File: config.mk
export PLATFORM = sky130hd
export DESIGN_NAME = led_blinker_multi
export DESIGN_NICKNAME = d
export VERILOG_FILES = /design/src/rtl/led_blinker_multi.sv
export SDC_FILE = /design/constraint.sdc
export NUM_CORES = 1
export LEC_CHECK = 0
export BUFFER_PORTS_ARGS = -buffer_cell sky130_fd_sc_hd__buf_4
export CORE_MARGIN = 1
export CORE_UTILIZATION = 63
export DETAILED_ROUTE_END_ITERATION = 10
export PLACE_DENSITY = 0.8
export SYNTH_ARGS = -nofsm -noshare
export SYNTH_HDL_FRONTEND = slang
export SYNTH_SLANG_ARGS = --single-unit
File: constraint.sdc
create_clock -name CLK50 -period 3.8 [get_ports CLK50]
set_input_delay 0.76 -clock CLK50 [delete_from_list [all_inputs] [get_ports CLK50]]
set_output_delay 0.76 -clock CLK50 [all_outputs]
set_load 0.005 [all_outputs]
File: src/rtl/led_blinker_multi.sv
// led_blinker_multi: multi-channel LED blinker, shared tick prescaler, per-channel OFF/ON/BLINK/BURST modes
// Ports: CLK50/RESET clock and sync active-high reset; CFG_VALID/CFG_READY/CFG_CH/CFG_MODE/CFG_HALF/CFG_COUNT
// runtime channel configuration write; LED per-channel drive; BUSY per-channel burst-in-progress; TICK time-base strobe.
// Optional macro LED_BLINKER_DIM_EN adds CFG_DUTY and a 16-step PWM brightness gate on LED.
module led_blinker_multi #(
  parameter int CLK_HZ   = 50_000_000,
  parameter int TICK_HZ  = 1000,
  parameter int CHANNELS = 4,
  parameter int HALF_W   = 16,
  parameter int CNT_W    = 8
) (
  input  logic                                                CLK50,
  input  logic                                                RESET,
  input  logic                                                CFG_VALID,
  output logic                                                CFG_READY,
  input  logic [(CHANNELS > 1 ? $clog2(CHANNELS) : 1)-1:0]    CFG_CH,
  input  logic [1:0]                                          CFG_MODE,
  input  logic [HALF_W-1:0]                                   CFG_HALF,
  input  logic [CNT_W-1:0]                                    CFG_COUNT,
`ifdef LED_BLINKER_DIM_EN
  input  logic [3:0]                                          CFG_DUTY,
`endif
  output logic [CHANNELS-1:0]                                 LED,
  output logic [CHANNELS-1:0]                                 BUSY,
  output logic                                                TICK
);
  localparam int DIV = CLK_HZ / TICK_HZ;
  localparam int PW = DIV > 1 ? $clog2(DIV) : 1;
  localparam logic [PW-1:0] TC = PW'(DIV - 1);
  typedef enum logic [1:0] {OFF, ON, BLINK, BURST} mode_t;
  logic [PW-1:0] pre_q, pre_d;
  logic tick_q, tick_d, ready_q, ready_d;
  mode_t mode_q [CHANNELS];
  mode_t mode_d [CHANNELS];
  logic [HALF_W-1:0] half_q [CHANNELS];
  logic [HALF_W-1:0] half_d [CHANNELS];
  logic [HALF_W-1:0] phase_q [CHANNELS];
  logic [HALF_W-1:0] phase_d [CHANNELS];
  logic [CNT_W-1:0] rem_q [CHANNELS];
  logic [CNT_W-1:0] rem_d [CHANNELS];
  logic [CHANNELS-1:0] led_q, led_d, busy_q, busy_d, on;
  always_comb begin
    pre_d = (pre_q == TC) ? '0 : pre_q + PW'(1);
    tick_d = (pre_q == TC);
    ready_d = 1'b1;
    led_d = led_q;
    busy_d = busy_q;
    for (int i = 0; i < CHANNELS; i++) begin
      mode_d[i] = mode_q[i];
      half_d[i] = half_q[i];
      phase_d[i] = phase_q[i];
      rem_d[i] = rem_q[i];
      if (CFG_VALID && ready_q && int'(CFG_CH) == i) begin
        // a zero-length burst is indistinguishable from OFF, so store it as OFF
        mode_d[i] = (mode_t'(CFG_MODE) == BURST && CFG_COUNT == '0) ? OFF : mode_t'(CFG_MODE);
        half_d[i] = CFG_HALF;
        rem_d[i] = CFG_COUNT;
        phase_d[i] = '0;
        led_d[i] = (mode_d[i] != OFF);
        busy_d[i] = (mode_d[i] == BURST);
      end else if (tick_q && (mode_q[i] == BLINK || mode_q[i] == BURST)) begin
        // a stored half-period of 0 behaves as 1
        if (phase_q[i] == ((half_q[i] == '0) ? '0 : half_q[i] - HALF_W'(1))) begin
          phase_d[i] = '0;
          led_d[i] = !led_q[i];
          if (mode_q[i] == BURST && led_q[i]) begin
            rem_d[i] = rem_q[i] - CNT_W'(1);
            if (rem_q[i] == CNT_W'(1)) begin
              mode_d[i] = OFF;
              busy_d[i] = 1'b0;
            end
          end
        end else begin
          phase_d[i] = phase_q[i] + HALF_W'(1);
        end
      end
    end
  end
  always_ff @(posedge CLK50) begin
    if (RESET) begin
      pre_q <= '0;
      tick_q <= 1'b0;
      ready_q <= 1'b0;
      led_q <= '0;
      busy_q <= '0;
      for (int i = 0; i < CHANNELS; i++) begin
        mode_q[i] <= OFF;
        half_q[i] <= HALF_W'(1);
        phase_q[i] <= '0;
        rem_q[i] <= '0;
      end
    end else begin
      pre_q <= pre_d;
      tick_q <= tick_d;
      ready_q <= ready_d;
      led_q <= led_d;
      busy_q <= busy_d;
      mode_q <= mode_d;
      half_q <= half_d;
      phase_q <= phase_d;
      rem_q <= rem_d;
    end
  end
`ifdef LED_BLINKER_DIM_EN
  logic [3:0] pwm_q, pwm_d;
  logic [3:0] duty_q [CHANNELS];
  logic [3:0] duty_d [CHANNELS];
  always_comb begin
    pwm_d = pwm_q + 4'd1;
    for (int i = 0; i < CHANNELS; i++) begin
      duty_d[i] = (CFG_VALID && ready_q && int'(CFG_CH) == i) ? CFG_DUTY : duty_q[i];
      on[i] = (pwm_q <= duty_q[i]);
    end
  end
  always_ff @(posedge CLK50) begin
    if (RESET) begin
      pwm_q <= '0;
      for (int i = 0; i < CHANNELS; i++) duty_q[i] <= 4'hF;
    end else begin
      pwm_q <= pwm_d;
      duty_q <= duty_d;
    end
  end
`else
  assign on = '1;
`endif
  assign LED = led_q & on;
  assign BUSY = busy_q;
  assign TICK = tick_q;
  assign CFG_READY = ready_q;
endmodule

==> results.txt, run 1 <==
----------------------------------------------------
[Logic synthesis]
  Post-Synthesis Cell Area ... 12100 um^2
  Post-synth EDFFs ... 0
  Register area share after synthesis ... 32.2%
  Warnings from Yosys ... 0
  Post-synth cell types ... 95
  Primary flip-flop cell chosen by synthesis mapping ... sky130_fd_sc_hd__dfxtp_1
  Total of flip-flops plus latches after synthesis ... 194
  FFs w/ async S/R, synth ... 0%
  Mean cell area of the mapped netlist ... 7.82 um^2
  Synthesized netlist cell count ... 1544
  Nets in the synthesized netlist ... 1592

[Timing]
  Slew Limit Headroom ... 22.3%
  Setup Skew ... 0.00934 ns
  RSZ-0062 raised after global routing ... no
  Final Hold Violating Endpoints ... 0
  Slew at the pin closest to its max-slew limit ... 1.17 ns
  Final cycle utilization of the critical path ... 93.3%
  Final setup viols ... 0
  Highest achievable clock rate ... 282 MHz
  Total negative slack for setup checks ... 0 ns
  Time the final worst path needs with I/O delays and setup ... 3.54 ns
  Fin. max-slew vios ... 0

[Layout]
  Final core occ ... 69.7%
  N_diodes ... 0
  Layout overhead on the synthesized area ... 8.34%
  Fraction of final layout cells sized beyond drive strength 1 ... 11.0%
  Register area ... 3880 um^2
  Multi-input logic area ... 7640 um^2
  Number of fill cells in the layout ... 1563
  Net count, final ... 1594

[Clock network]
  Clock-pin slew of the registers on the worst-case setup and hold paths ... 0.07 ns
  TritonCTS clock tree ... built
  Number of gates resized after CTS ... 0
  Cell at the root of the clock tree ... sky130_fd_sc_hd__clkbuf_16
  Num CTS Buffers ... 17
  Maximum level of the CTS H-tree ... 4
  Deepest clock path buffer count ... 2
  CTS Hold Bufs ... 0
  Number of post-CTS setup repair buffers ... 0
  Clock sink count ... 194
  Clock latency of the later-clocked register in the worst-skew pair ... 0.45 ns

[Worst hold path]
  Startpoint of the worst hold path ... mode_q[6]$_SDFFE_PP0P_
  Path class of the lowest-slack min-delay path ... register to register

[Worst setup path]
  Maximum fanout encountered on the critical timing path ... 15
  Critical Path RT ... 4.14 ns
  Category of the worst setup path launch point ... register
  Arrival @ worst endpoint ... 3.88 ns
  Worst reg2reg setup slack ... 0.26 ns
  Critical register-to-register path startpoint ... half_q[48]$_SDFFE_PP1P_
  Worst setup EP type ... register
  Worst Setup SP ... half_q[48]$_SDFFE_PP1P_
  Category of the most critical setup path ... register to register

[Die]
  # IOs ... 41
  Die area ... 19700 um^2
  CORE AREA ... 18800 um^2
  Width of the die ... 140 um
  Std cell rows ... 50
  Starting density of the core ... 64.3%
  Die span in y ... 140 um

[Drt]
  Ratio of routed vias to standard cells ... 6.42
  Number of remaining DRC errors ... 0
  Detail Route Antenna Nets ... 0
  Total routed wirelength ... 32700 um
  Drt first-iter violations ... 959
  Number of detailed-route iterations in the first pass ... 6
  Vias post-DR ... 11500
  Per-cell routed wire length ... 18.3 um

[GRT]
  First-pass GRT wire length ... 53800 um
  Number of global-route vias before repair ... 10700
  GRT Util Overall ... 34.1%
  Antenna violations before repair ... 0
  Final global-route overflow total ... 0
  Maximum number of pins on one net before global-route repair ... 64

[Power and ir drop]
  Internal Power ... 3.14 mW
  Switching power total ... 1.23 mW
  Switching portion of total power ... 28.1%
  Clock share of power ... 39.4%
  Largest vdd supply drop ... 0.322 mV
  Areal power density over the cells ... 334 nW/um^2
  Leakage power summed over all cells ... 4.71 nW
  Logic pwr share ... 12.2%
  Sequential fraction of design power ... 48.3%

[Placed design]
  Buffers on Ports ... 40
  HPWL Detailed ... 23500 um
  Routability-driven placement congestion ratio ... 1.01

[Job]
  Count of maximum capacitance violations ... 0

[Run status]
  Status ... finished, final reports clean

----------------------------------------------------
## final timing paths
kind	endpoint	cells after the start
min reg2reg	mode_q[6]$_SDFFE_PP0P_	2
max	rem_q[31]$_SDFFE_PP0P_	10
min	mode_q[6]$_SDFFE_PP0P_	2
max reg2reg	rem_q[31]$_SDFFE_PP0P_	10
## worst max-delay path: stages (launching register included)
cell,delay (ns)
sky130_fd_sc_hd__dfxtp_1,0.36
sky130_fd_sc_hd__inv_1,0.11
sky130_fd_sc_hd__ha_1,0.34
sky130_fd_sc_hd__nor4b_2,0.37
sky130_fd_sc_hd__and4_1,0.41
sky130_fd_sc_hd__nand2_1,0.17
sky130_fd_sc_hd__a311o_1,0.34
sky130_fd_sc_hd__a21boi_0,0.31
sky130_fd_sc_hd__nand4_2,0.40
sky130_fd_sc_hd__or3_1,0.49
sky130_fd_sc_hd__and3_1,0.15
## power groups by stage
stage                     Clock (mW)  Sequential, mW  Combinational [mW]
after floorplan                    0            2.14               0.369
after global placement             0            2.16               0.512
after detailed placement           0            2.16               0.518
after CTS                       1.74            2.11               0.524
after global routing            1.82            2.12               0.580
final                           1.72            2.11               0.534
## per-stage QoR
step           worst slack [ns]  cell area (um^2)  instances  hold WS, ns  power, mW
2_1_floorplan             0.565             12100       1544        0.413       2.50
3_3_place_gp              0.367             12500       1761        0.422       2.67
3_5_place_dp              0.186             12500       1761        0.474       2.67
4_1_cts                   0.161             13100       1793        0.485       4.37
5_1_grt                  0.0266             13100       1793        0.503       4.51
6_report                  0.256             13100       1793        0.481       4.37
## layer usage
layer	GRT usage (%)	vias to the layer above	part of all wire (%)	wire length, um
li1	-	5573	-	-
met1	45.7	5407	44	14500
met2	54.1	444	45	14800
met3	4.44	84	6.8	2230
met4	17.0	0	3.9	1290
met5	0	-	0	0
## state kept, by name, indices dropped and copies added (netlist names)
signal and flops:
mode_q 8, BUSY 4, half_q 64, pre_q 16
LED 4, phase_q 64, rem_q 32, TICK 1
CFG_READY 1
## cells in the mapped netlist, drive strengths merged, types with 7 or more instances
| library cell | instances | area share (%) |
|---|---|---|
| nand2 | 224 | 7.0 |
| dfxtp | 194 | 32 |
| nor2 | 150 | 4.7 |
| a21oi | 93 | 3.9 |
| xor2 | 69 | 5.0 |
| nor3 | 66 | 2.8 |
| clkbuf | 64 | 2.0 |
| nand3 | 59 | 2.4 |
| xnor2 | 56 | 4.1 |
| o21ai | 41 | 1.7 |
| and3 | 40 | 2.1 |
| nor4 | 39 | 3.0 |
| inv | 37 | 1.2 |
| nand4 | 31 | 1.7 |
| buf | 29 | 1.6 |
| or3 | 28 | 1.5 |
| or4 | 25 | 1.8 |
| a211oi | 21 | 1.5 |
| and2 | 18 | 0.93 |
| ha | 17 | 1.8 |
| nor3b | 15 | 0.93 |
| nor4b | 15 | 1.2 |
| and4 | 14 | 1.0 |
| o211ai | 13 | 0.81 |
| or2 | 12 | 0.62 |
| nor2b | 11 | 0.57 |
| o31a | 11 | 0.80 |
| nand3b | 10 | 0.62 |
| a31oi | 8 | 0.41 |
| a32o | 8 | 0.66 |
| o2111ai | 7 | 0.51 |
## cells in the final DEF (no fill, tap or decap), drive strengths merged, types with 6 or more instances in the layout
cell | netlist | final
a2111oi | 6 | 6
a211oi | 21 | 21
a21o | 6 | 6
a21oi | 93 | 93
a31oi | 8 | 8
a32o | 8 | 8
and2 | 18 | 18
and3 | 40 | 40
and4 | 14 | 14
buf | 29 | 76
clkbuf | 64 | 19
dfxtp | 194 | 194
ha | 17 | 17
inv | 37 | 41
mux2 | 6 | 6
nand2 | 224 | 224
nand3 | 59 | 59
nand3b | 10 | 10
nand4 | 31 | 31
nand4b | 6 | 6
nor2 | 150 | 150
nor2b | 11 | 11
nor3 | 66 | 66
nor3b | 15 | 15
nor4 | 39 | 39
nor4b | 15 | 15
o2111ai | 7 | 7
o211ai | 13 | 13
o21a | 6 | 6
o21ai | 41 | 41
o31a | 11 | 11
o31ai | 6 | 6
or2 | 12 | 12
or3 | 28 | 28
or4 | 25 | 25
xnor2 | 56 | 56
xor2 | 69 | 69
## kinds of logic (layout without fill, tap and decap cells)
logic type	Yosys count	after routing	share of synthesized area, %
xor gates and xnor gates	127	127	9.45
and+or+nand+nor	777	777	34.4
DFF	194	194	32.2
buffers and inverters	131	146	4.80
AOI/OAI and AO/OA	287	287	16.5
adders and majority gates	17	17	1.76
muxes	11	11	0.974
## area by class of cell
class	count	area share, %
well taps	234	2.24
inverters	38	1.09
clock buffers	19	3.39
clock inverters	13	0.803
multi-input cells	1219	58.4
flip-flops and latches	194	29.7
repair buffers	76	4.36
Power figures use the tool's default switching activity.
==> run 2: changes to the inputs <==
==> config.mk (replaced) <==
export PLATFORM = sky130hd
export DESIGN_NAME = led_blinker_multi
export DESIGN_NICKNAME = d
export VERILOG_FILES = /design/src/rtl/led_blinker_multi.sv
export SDC_FILE = /design/constraint.sdc
export NUM_CORES = 1
export LEC_CHECK = 0
export BUFFER_PORTS_ARGS = -buffer_cell sky130_fd_sc_hd__buf_2
export CAP_MARGIN = 20
export CORE_MARGIN = 1
export CORE_UTILIZATION = 57
export DETAILED_ROUTE_END_ITERATION = 10
export PLACE_DENSITY = 0.76
export SYNTH_ARGS = -nofsm -noshare
export SYNTH_HDL_FRONTEND = slang
export SYNTH_SLANG_ARGS = --single-unit
==> constraint.sdc (replaced) <==
create_clock -name CLK50 -period 2.9 [get_ports CLK50]
set_input_delay 0.58 -clock CLK50 [delete_from_list [all_inputs] [get_ports CLK50]]
set_output_delay 0.58 -clock CLK50 [all_outputs]
set_load 0.005 [all_outputs]
==> results.txt, run 2 (same netlist as run 1, synthesis figures left out) <==
----------------------------------------------------
[Timing]
  Final Hold Violating Endpoints ... 0 (unchanged)
  WHS ... 0.449 ns (-0.0319 ns)
  Slew Limit Headroom ... 49.4% (+27 points)
  Highest achievable clock rate ... 321 MHz (+14%)
  Slew at the pin closest to its max-slew limit ... 0.759 ns (-0.407 ns)
  Fin. max-slew vios ... 0 (unchanged)
  Time the final worst path needs with I/O delays and setup ... 3.11 ns (-0.430 ns)
  Setup Skew ... 0.0129 ns (+0.00353 ns)
  Setup ws final ... -0.215 ns (-0.470 ns)
  RSZ-0062 raised after global routing ... yes
  Final cycle utilization of the critical path ... 107% (+14 points)
  Final setup viols ... 84 (+84)

[Placed design]
  Routability-driven placement congestion ratio ... 0.997 (-1.5%)
  Buffers on Ports ... 40 (unchanged)
  HPWL Detailed ... 25900 um (+10%)

[Worst hold path]
  Worst hold endpoint ... pre_q[0]$_SDFF_PP0_
  Path class of the lowest-slack min-delay path ... register to register
  Cell count of the worst hold path ... 1 (-1)
  Startpoint of the worst hold path ... pre_q[0]$_SDFF_PP0_

[Worst setup path]
  Cell type group with the largest total delay on the critical path ... simple AND/OR/NAND/NOR gates
  Worst setup EP type ... register
  Category of the worst setup path launch point ... register
  Critical Path RT ... 3.26 ns (-0.88 ns)
  Cell with the most instances on the worst path ... sky130_fd_sc_hd__or4_4
  Cell breakdown of the critical path ... or4_4 -> or4_4 -> or4_4 -> mux2i_2 -> a2111oi_4 -> and4_4 -> buf_12 -> mux2_4 -> o22ai_1
  Critical register-to-register path startpoint ... half_q[32]$_SDFFE_PP1P_
  Worst reg2reg setup slack ... -0.21 ns (-0.47 ns)
  Arrival @ worst endpoint ... 3.48 ns (-0.40 ns)
  Bufs and invs on worst path ... 1 (unchanged)
  Worst Reg2Reg Path Length in Cells ... 9 (-1)
  Biggest cell delay along the critical path ... 0.53 ns (+0.04 ns)
  Worst-path cell with the longest stage delay ... sky130_fd_sc_hd__or4_4
  R2R Path End ... rem_q[17]$_SDFFE_PP0P_
  Category of the most critical setup path ... register to register
  Maximum fanout encountered on the critical timing path ... 8 (-7)

[Job]
  Count of maximum capacitance violations ... 0 (unchanged)

[Die]
  CORE AREA ... 20500 um^2 (+9.2%)
  Width of the die ... 148 um (+5.1%)
  # IOs ... 41 (unchanged)
  Die span in y ... 148 um (+5.1%)
  Std cell rows ... 52 (+4.0%)
  Die area ... 21800 um^2 (+10%)
  Starting density of the core ... 58.9% (-5.4 points)

[Drt]
  Number of detailed-route iterations in the first pass ... 6 (unchanged)
  Ratio of routed vias to standard cells ... 6.22 (-3.0%)
  Per-cell routed wire length ... 18.6 um (+2.1%)
  Total routed wirelength ... 37700 um (+15%)
  Number of remaining DRC errors ... 0 (unchanged)
  Vias post-DR ... 12600 (+9.3%)
  Detail Route Antenna Nets ... 0 (unchanged)
  Drt first-iter violations ... 1084 (+13%)

[Clock network]
  CTS Hold Bufs ... 0 (unchanged)
  TritonCTS clock tree ... built
  Clock sink count ... 194 (unchanged)
  Num CTS Buffers ... 17 (unchanged)
  Clock-pin slew of the registers on the worst-case setup and hold paths ... 0.08 ns (about the same)
  Maximum level of the CTS H-tree ... 4 (unchanged)
  Cell at the root of the clock tree ... sky130_fd_sc_hd__clkbuf_16
  Deepest clock path buffer count ... 2 (unchanged)
  Clock latency of the later-clocked register in the worst-skew pair ... 0.44 ns (about the same)

[GRT]
  Maximum number of pins on one net before global-route repair ... 43 (-33%)
  GRT Util Overall ... 34.2% (+0.14 points)
  First-pass GRT wire length ... 60100 um (+12%)
  Final global-route overflow total ... 0 (unchanged)
  Antenna violations before repair ... 0 (unchanged)
  Number of global-route vias before repair ... 12000 (+12%)

[Layout]
  Final core occ ... 75.9% (+6.2 points)
  Most used cells in the layout excluding fill and tap cells ... sky130_fd_sc_hd__nand2_1, sky130_fd_sc_hd__buf_4, sky130_fd_sc_hd__dfxtp_1
  Fraction of final layout cells sized beyond drive strength 1 ... 28.0% (+17 points)
  Most common cell after layout, fill and taps aside ... sky130_fd_sc_hd__nand2_1
  Number of fill cells in the layout ... 1498 (-4.2%)
  Largest registers ... half_q x64, phase_q x64, rem_q x32
  Net count, final ... 1787 (+12%)
  Layout overhead on the synthesized area ... 28.8%

[Power and ir drop]
  Leakage power summed over all cells ... 5.94 nW (+26%)
  Largest vdd supply drop ... 0.434 mV (+35%)
  Areal power density over the cells ... 398 nW/um^2 (+19%)

[Run status]
  Status ... complete, but fails checks
  Violations in the final reports ... negative setup slack

----------------------------------------------------
## run 2: changes by cell type in the layout (fill, tap and decap cells not counted), moves of 10 or more
cell and delta:
sky130_fd_sc_hd__buf_4 +127, sky130_fd_sc_hd__buf_2 +39, sky130_fd_sc_hd__buf_6 +15, sky130_fd_sc_hd__dfxtp_1 -12, sky130_fd_sc_hd__nor4_1 -11, sky130_fd_sc_hd__a211oi_1 -10, sky130_fd_sc_hd__a211oi_2 +10, sky130_fd_sc_hd__nor2_1 -10
sky130_fd_sc_hd__nor3_1 -10
## run 2: timing repair
item	4_1_cts	5_1_grt
pin swaps	54	60
gates resized for setup	99	92
setup endpoints to repair	93	108
setup buffers	21	13
gates cloned	3	0
## run 2: layer usage
metal  GRT usage (%)  vias to the layer above  wire [um]
met5               0                        -          0
li1                -                     5962          -
met3            4.38                      122       2760
met4            16.5                        0       1570
met1            43.8                     5969      15500
met2            57.1                      530      17800
## run 2: worst max path at each step
stage,startpoint,end,slack (ns),depth (start not counted)
2_1_floorplan,half_q[32]$_SDFFE_PP1P_,rem_q[17]$_SDFFE_PP0P_,-0.20,10
5_1_grt,half_q[1]$_SDFFE_PP0P_,rem_q[5]$_SDFFE_PP0P_,-0.33,14
4_1_cts,half_q[32]$_SDFFE_PP1P_,rem_q[17]$_SDFFE_PP0P_,-0.25,9
6_report,half_q[32]$_SDFFE_PP1P_,rem_q[17]$_SDFFE_PP0P_,-0.21,9
3_5_place_dp,half_q[32]$_SDFFE_PP1P_,rem_q[21]$_SDFFE_PP0P_,-0.42,11
3_3_place_gp,half_q[32]$_SDFFE_PP1P_,rem_q[17]$_SDFFE_PP0P_,-0.27,11
## run 2: layout make-up
class                           instances  area, um^2  share of cell area (%)
Timing Repair Buffer                  269        2120                    13.6
Multi-Input combinational cell       1219        8450                    54.3
Clock inverter                         13         160                    1.03
Antenna cell                            1        2.50                  0.0161
Tap cell                              270         338                    2.17
Clock buffer                           18         429                    2.76
Sequential cell                       194        3910                    25.1
Inverter                               38         145                   0.933
## run 2: report_power, final
group,total [mW],internal (mW),switching (mW)
registers,2.75,2.70,0.0455
logic,1.01,0.449,0.559
clock network,2.43,1.30,1.13
## run 2: through the flow
stage	worst slack (ns)	cell area (um^2)	std cells	setup TNS [ns]	total power, mW
final	-0.215	15600	2022	-10.07	6.19
after global routing	-0.334	15500	2021	-19.03	6.40
after CTS	-0.254	15000	2009	-7.11	6.12
after detailed placement	-0.425	13800	1955	-12.14	3.65
after global placement	-0.272	13800	1955	-7.30	3.63
after floorplan	-0.199	12200	1544	-3.17	3.30
==> run 3: changes to the inputs <==
--- a/config.mk
+++ b/config.mk
@@ -5,12 +5,14 @@
 export SDC_FILE = /design/constraint.sdc
 export NUM_CORES = 1
 export LEC_CHECK = 0
+export ABC_CLOCK_PERIOD_IN_PS = 2900
 export BUFFER_PORTS_ARGS = -buffer_cell sky130_fd_sc_hd__buf_2
 export CAP_MARGIN = 20
+export CORE_ASPECT_RATIO = 2
 export CORE_MARGIN = 1
-export CORE_UTILIZATION = 57
+export CORE_UTILIZATION = 46
 export DETAILED_ROUTE_END_ITERATION = 10
-export PLACE_DENSITY = 0.76
+export PLACE_DENSITY = 0.63
 export SYNTH_ARGS = -nofsm -noshare
 export SYNTH_HDL_FRONTEND = slang
 export SYNTH_SLANG_ARGS = --single-unit
==> results.txt, run 3 (same netlist as run 1, synthesis figures left out) <==
----------------------------------------------------
[Die]
  Starting density of the core ... 46.9% (-12 points)
  Die area ... 26900 um^2 (+24%)
  # IOs ... 41 (unchanged)
  Width of the die ... 117 um (-21%)
  Std cell rows ... 83 (+60%)
  CORE AREA ... 25800 um^2 (+26%)
  Die span in y ... 231 um (+57%)

[Timing]
  Total negative slack for setup checks ... -10.94 ns (-0.864 ns)
  Final cycle utilization of the critical path ... 110% (+2.6 points)
  Setup ws final ... -0.291 ns (-0.0761 ns)
  RSZ-0062 raised after global routing ... yes
  Time the final worst path needs with I/O delays and setup ... 3.19 ns (+0.0761 ns)
  Setup Skew ... 0.0117 ns (-0.00114 ns)
  Final Hold Violating Endpoints ... 0 (unchanged)
  Final setup viols ... 81 (-3.6%)
  Fin. max-slew vios ... 0 (unchanged)
  Slew at the pin closest to its max-slew limit ... 0.745 ns (-0.0140 ns)
  WHS ... 0.443 ns (-0.00656 ns)
  Highest achievable clock rate ... 313 MHz (-2.4%)
  Slew Limit Headroom ... 50.3% (+0.93 points)

[Run status]
  Status ... complete, but fails checks
  Violations in the final reports ... negative setup slack

[Layout]
  Fraction of final layout cells sized beyond drive strength 1 ... 29.9% (+1.9 points)
  Number of fill cells in the layout ... 2313 (+54%)
  Largest registers ... half_q x64, phase_q x64, rem_q x32
  Net count, final ... 1819 (+1.8%)
  Non-Filler Instances ... 2123 (+5.0%)
  N_diodes ... 0 (-1)
  Most used cells in the layout excluding fill and tap cells ... sky130_fd_sc_hd__nand2_1, sky130_fd_sc_hd__buf_4, sky130_fd_sc_hd__dfxtp_1
  Layout overhead on the synthesized area ... 33.0%

[Drt]
  Drt first-iter violations ... 799 (-26%)
  Detail Route Antenna Nets ... 0 (unchanged)
  Per-cell routed wire length ... 19.4 um (+4.4%)
  Ratio of routed vias to standard cells ... 5.93 (-4.7%)
  Number of detailed-route iterations in the first pass ... 6 (unchanged)
  Vias post-DR ... 12600 (+0.056%)
  Total routed wirelength ... 41300 um (+9.6%)
  Number of remaining DRC errors ... 0 (unchanged)

[GRT]
  Number of global-route vias before repair ... 12600 (+5.2%)
  Final global-route overflow total ... 0 (unchanged)
  First-pass GRT wire length ... 63600 um (+5.8%)
  GRT Util Overall ... 30.9% (-3.3 points)
  Maximum number of pins on one net before global-route repair ... 46 (+7.0%)
  Antenna violations before repair ... 0 (unchanged)

[Worst setup path]
  Maximum fanout encountered on the critical timing path ... 6 (-2)
  Critical Path RT ... 3.28 ns (+0.02 ns)
  Arrival @ worst endpoint ... 3.57 ns (+0.09 ns)
  Category of the worst setup path launch point ... register
  Worst reg2reg setup slack ... -0.29 ns (-0.08 ns)
  Worst Setup SP ... half_q[32]$_SDFFE_PP1P_
  R2R Path End ... rem_q[17]$_SDFFE_PP0P_
  Worst setup EP type ... register
  Critical register-to-register path startpoint ... half_q[32]$_SDFFE_PP1P_
  Worst setup path endpoint ... rem_q[17]$_SDFFE_PP0P_
  Category of the most critical setup path ... register to register
  Worst Reg2Reg Path Length in Cells ... 12 (+3)

[Placed design]
  Routability-driven placement congestion ratio ... 1.01 (+1.5%)
  Buffers on Ports ... 40 (unchanged)
  Post-placement cell count ... 2059 (+5.3%)
  HPWL Detailed ... 30700 um (+18%)

[Clock network]
  Clock sink count ... 194 (unchanged)
  Maximum level of the CTS H-tree ... 4 (unchanged)
  Deepest clock path buffer count ... 2 (unchanged)
  Num CTS Buffers ... 17 (unchanged)
  TritonCTS clock tree ... built
  Clock latency of the later-clocked register in the worst-skew pair ... 0.46 ns (+0.02 ns)
  Clock-pin slew of the registers on the worst-case setup and hold paths ... 0.07 ns (about the same)
  Cell at the root of the clock tree ... sky130_fd_sc_hd__clkbuf_16

[Power and ir drop]
  Leakage power summed over all cells ... 6.12 nW (+3.1%)
  Areal power density over the cells ... 397 nW/um^2 (-0.22%)
  Largest vdd supply drop ... 0.450 mV (+3.7%)
  Power after layout ... 6.37 mW (+3.0%)

[Worst hold path]
  Path class of the lowest-slack min-delay path ... input pin to register

[Job]
  Count of maximum capacitance violations ... 0 (unchanged)

----------------------------------------------------
[run 3: cell types whose count changed in the layout (fill, tap and decap cells not counted), sizes merged]
cell	change
buf	+31
clkbuf	+3
inv	-6
clkinv	+2
clkinvlp	+1
bufinv	+1
diode	-1
[run 3: metal layers]
metal | vias to the layer above | part of all wire (%) | GRT usage [%]
met3 | 157 | 3.1 | 4.24
met2 | 324 | 54 | 57.2
met4 | 0 | 7.9 | 25.5
met5 | - | 0 | 0
li1 | 6017 | - | -
met1 | 6092 | 35 | 29.3
[run 3: worst min-delay path by stage]
stage | start | cells past startpoint | to | slack [ns]
detailed placement | pre_q[0]$_SDFF_PP0_ | 1 | pre_q[0]$_SDFF_PP0_ | 0.44
global placement | pre_q[0]$_SDFF_PP0_ | 1 | pre_q[0]$_SDFF_PP0_ | 0.43
CTS | CFG_HALF[6] | 3 | half_q[38]$_SDFFE_PP0P_ | 0.42
finish | CFG_HALF[4] | 3 | half_q[4]$_SDFFE_PP0P_ | 0.44
floorplan | pre_q[0]$_SDFF_PP0_ | 1 | pre_q[0]$_SDFF_PP0_ | 0.41
global route | CFG_HALF[6] | 3 | half_q[54]$_SDFFE_PP0P_ | 0.44
[run 3: stage by stage]
| step | worst slack, ns | instance area, um^2 | utilization (%) |
|---|---|---|---|
| after floorplan | -0.199 | 12200 | - |
| after global placement | -0.489 | 14100 | 54.9 |
| after detailed placement | -0.507 | 14100 | 54.9 |
| after CTS | -0.316 | 15500 | 60.2 |
| after global routing | -0.404 | 16100 | 62.3 |
| final | -0.291 | 16100 | 62.3 |
[run 3: final cells by class]
cell class	count	area [um^2]	area share, %
clock inverters	11	150	0.935
flip-flops and latches	194	3920	24.4
multi-input cells	1219	8580	53.5
inverters	38	148	0.920
repair buffers	301	2370	14.8
clock buffers	20	457	2.84
well taps	340	425	2.65
[run 3: timing repair]
| action | 4_1_cts | 5_1_grt |
|---|---|---|
| setup endpoints to repair | 92 | 111 |
| gates cloned | 3 | 2 |
| pin swaps | 74 | 63 |
| resized for setup | 121 | 110 |
| buffers inserted | 20 | 14 |
| hold buffers | 0 | 0 |
[run 3: critical path, cell delays in order, from the launching register on]
cell and delay (ns):
sky130_fd_sc_hd__dfxtp_2 0.32, sky130_fd_sc_hd__buf_4 0.14, sky130_fd_sc_hd__inv_4 0.05, sky130_fd_sc_hd__ha_4 0.12, sky130_fd_sc_hd__or3b_4 0.42, sky130_fd_sc_hd__or4_4 0.54
sky130_fd_sc_hd__a2111oi_4 0.30, sky130_fd_sc_hd__o21ai_1 0.14, sky130_fd_sc_hd__a311oi_1 0.31, sky130_fd_sc_hd__and4_4 0.30, sky130_fd_sc_hd__buf_6 0.11, sky130_fd_sc_hd__mux2_4 0.29
sky130_fd_sc_hd__o22ai_2 0.08
[run 3: where the power goes]
part,switching (mW),internal [mW]
combinational,0.604,0.502
clock,1.12,1.41
sequential,0.0439,2.70
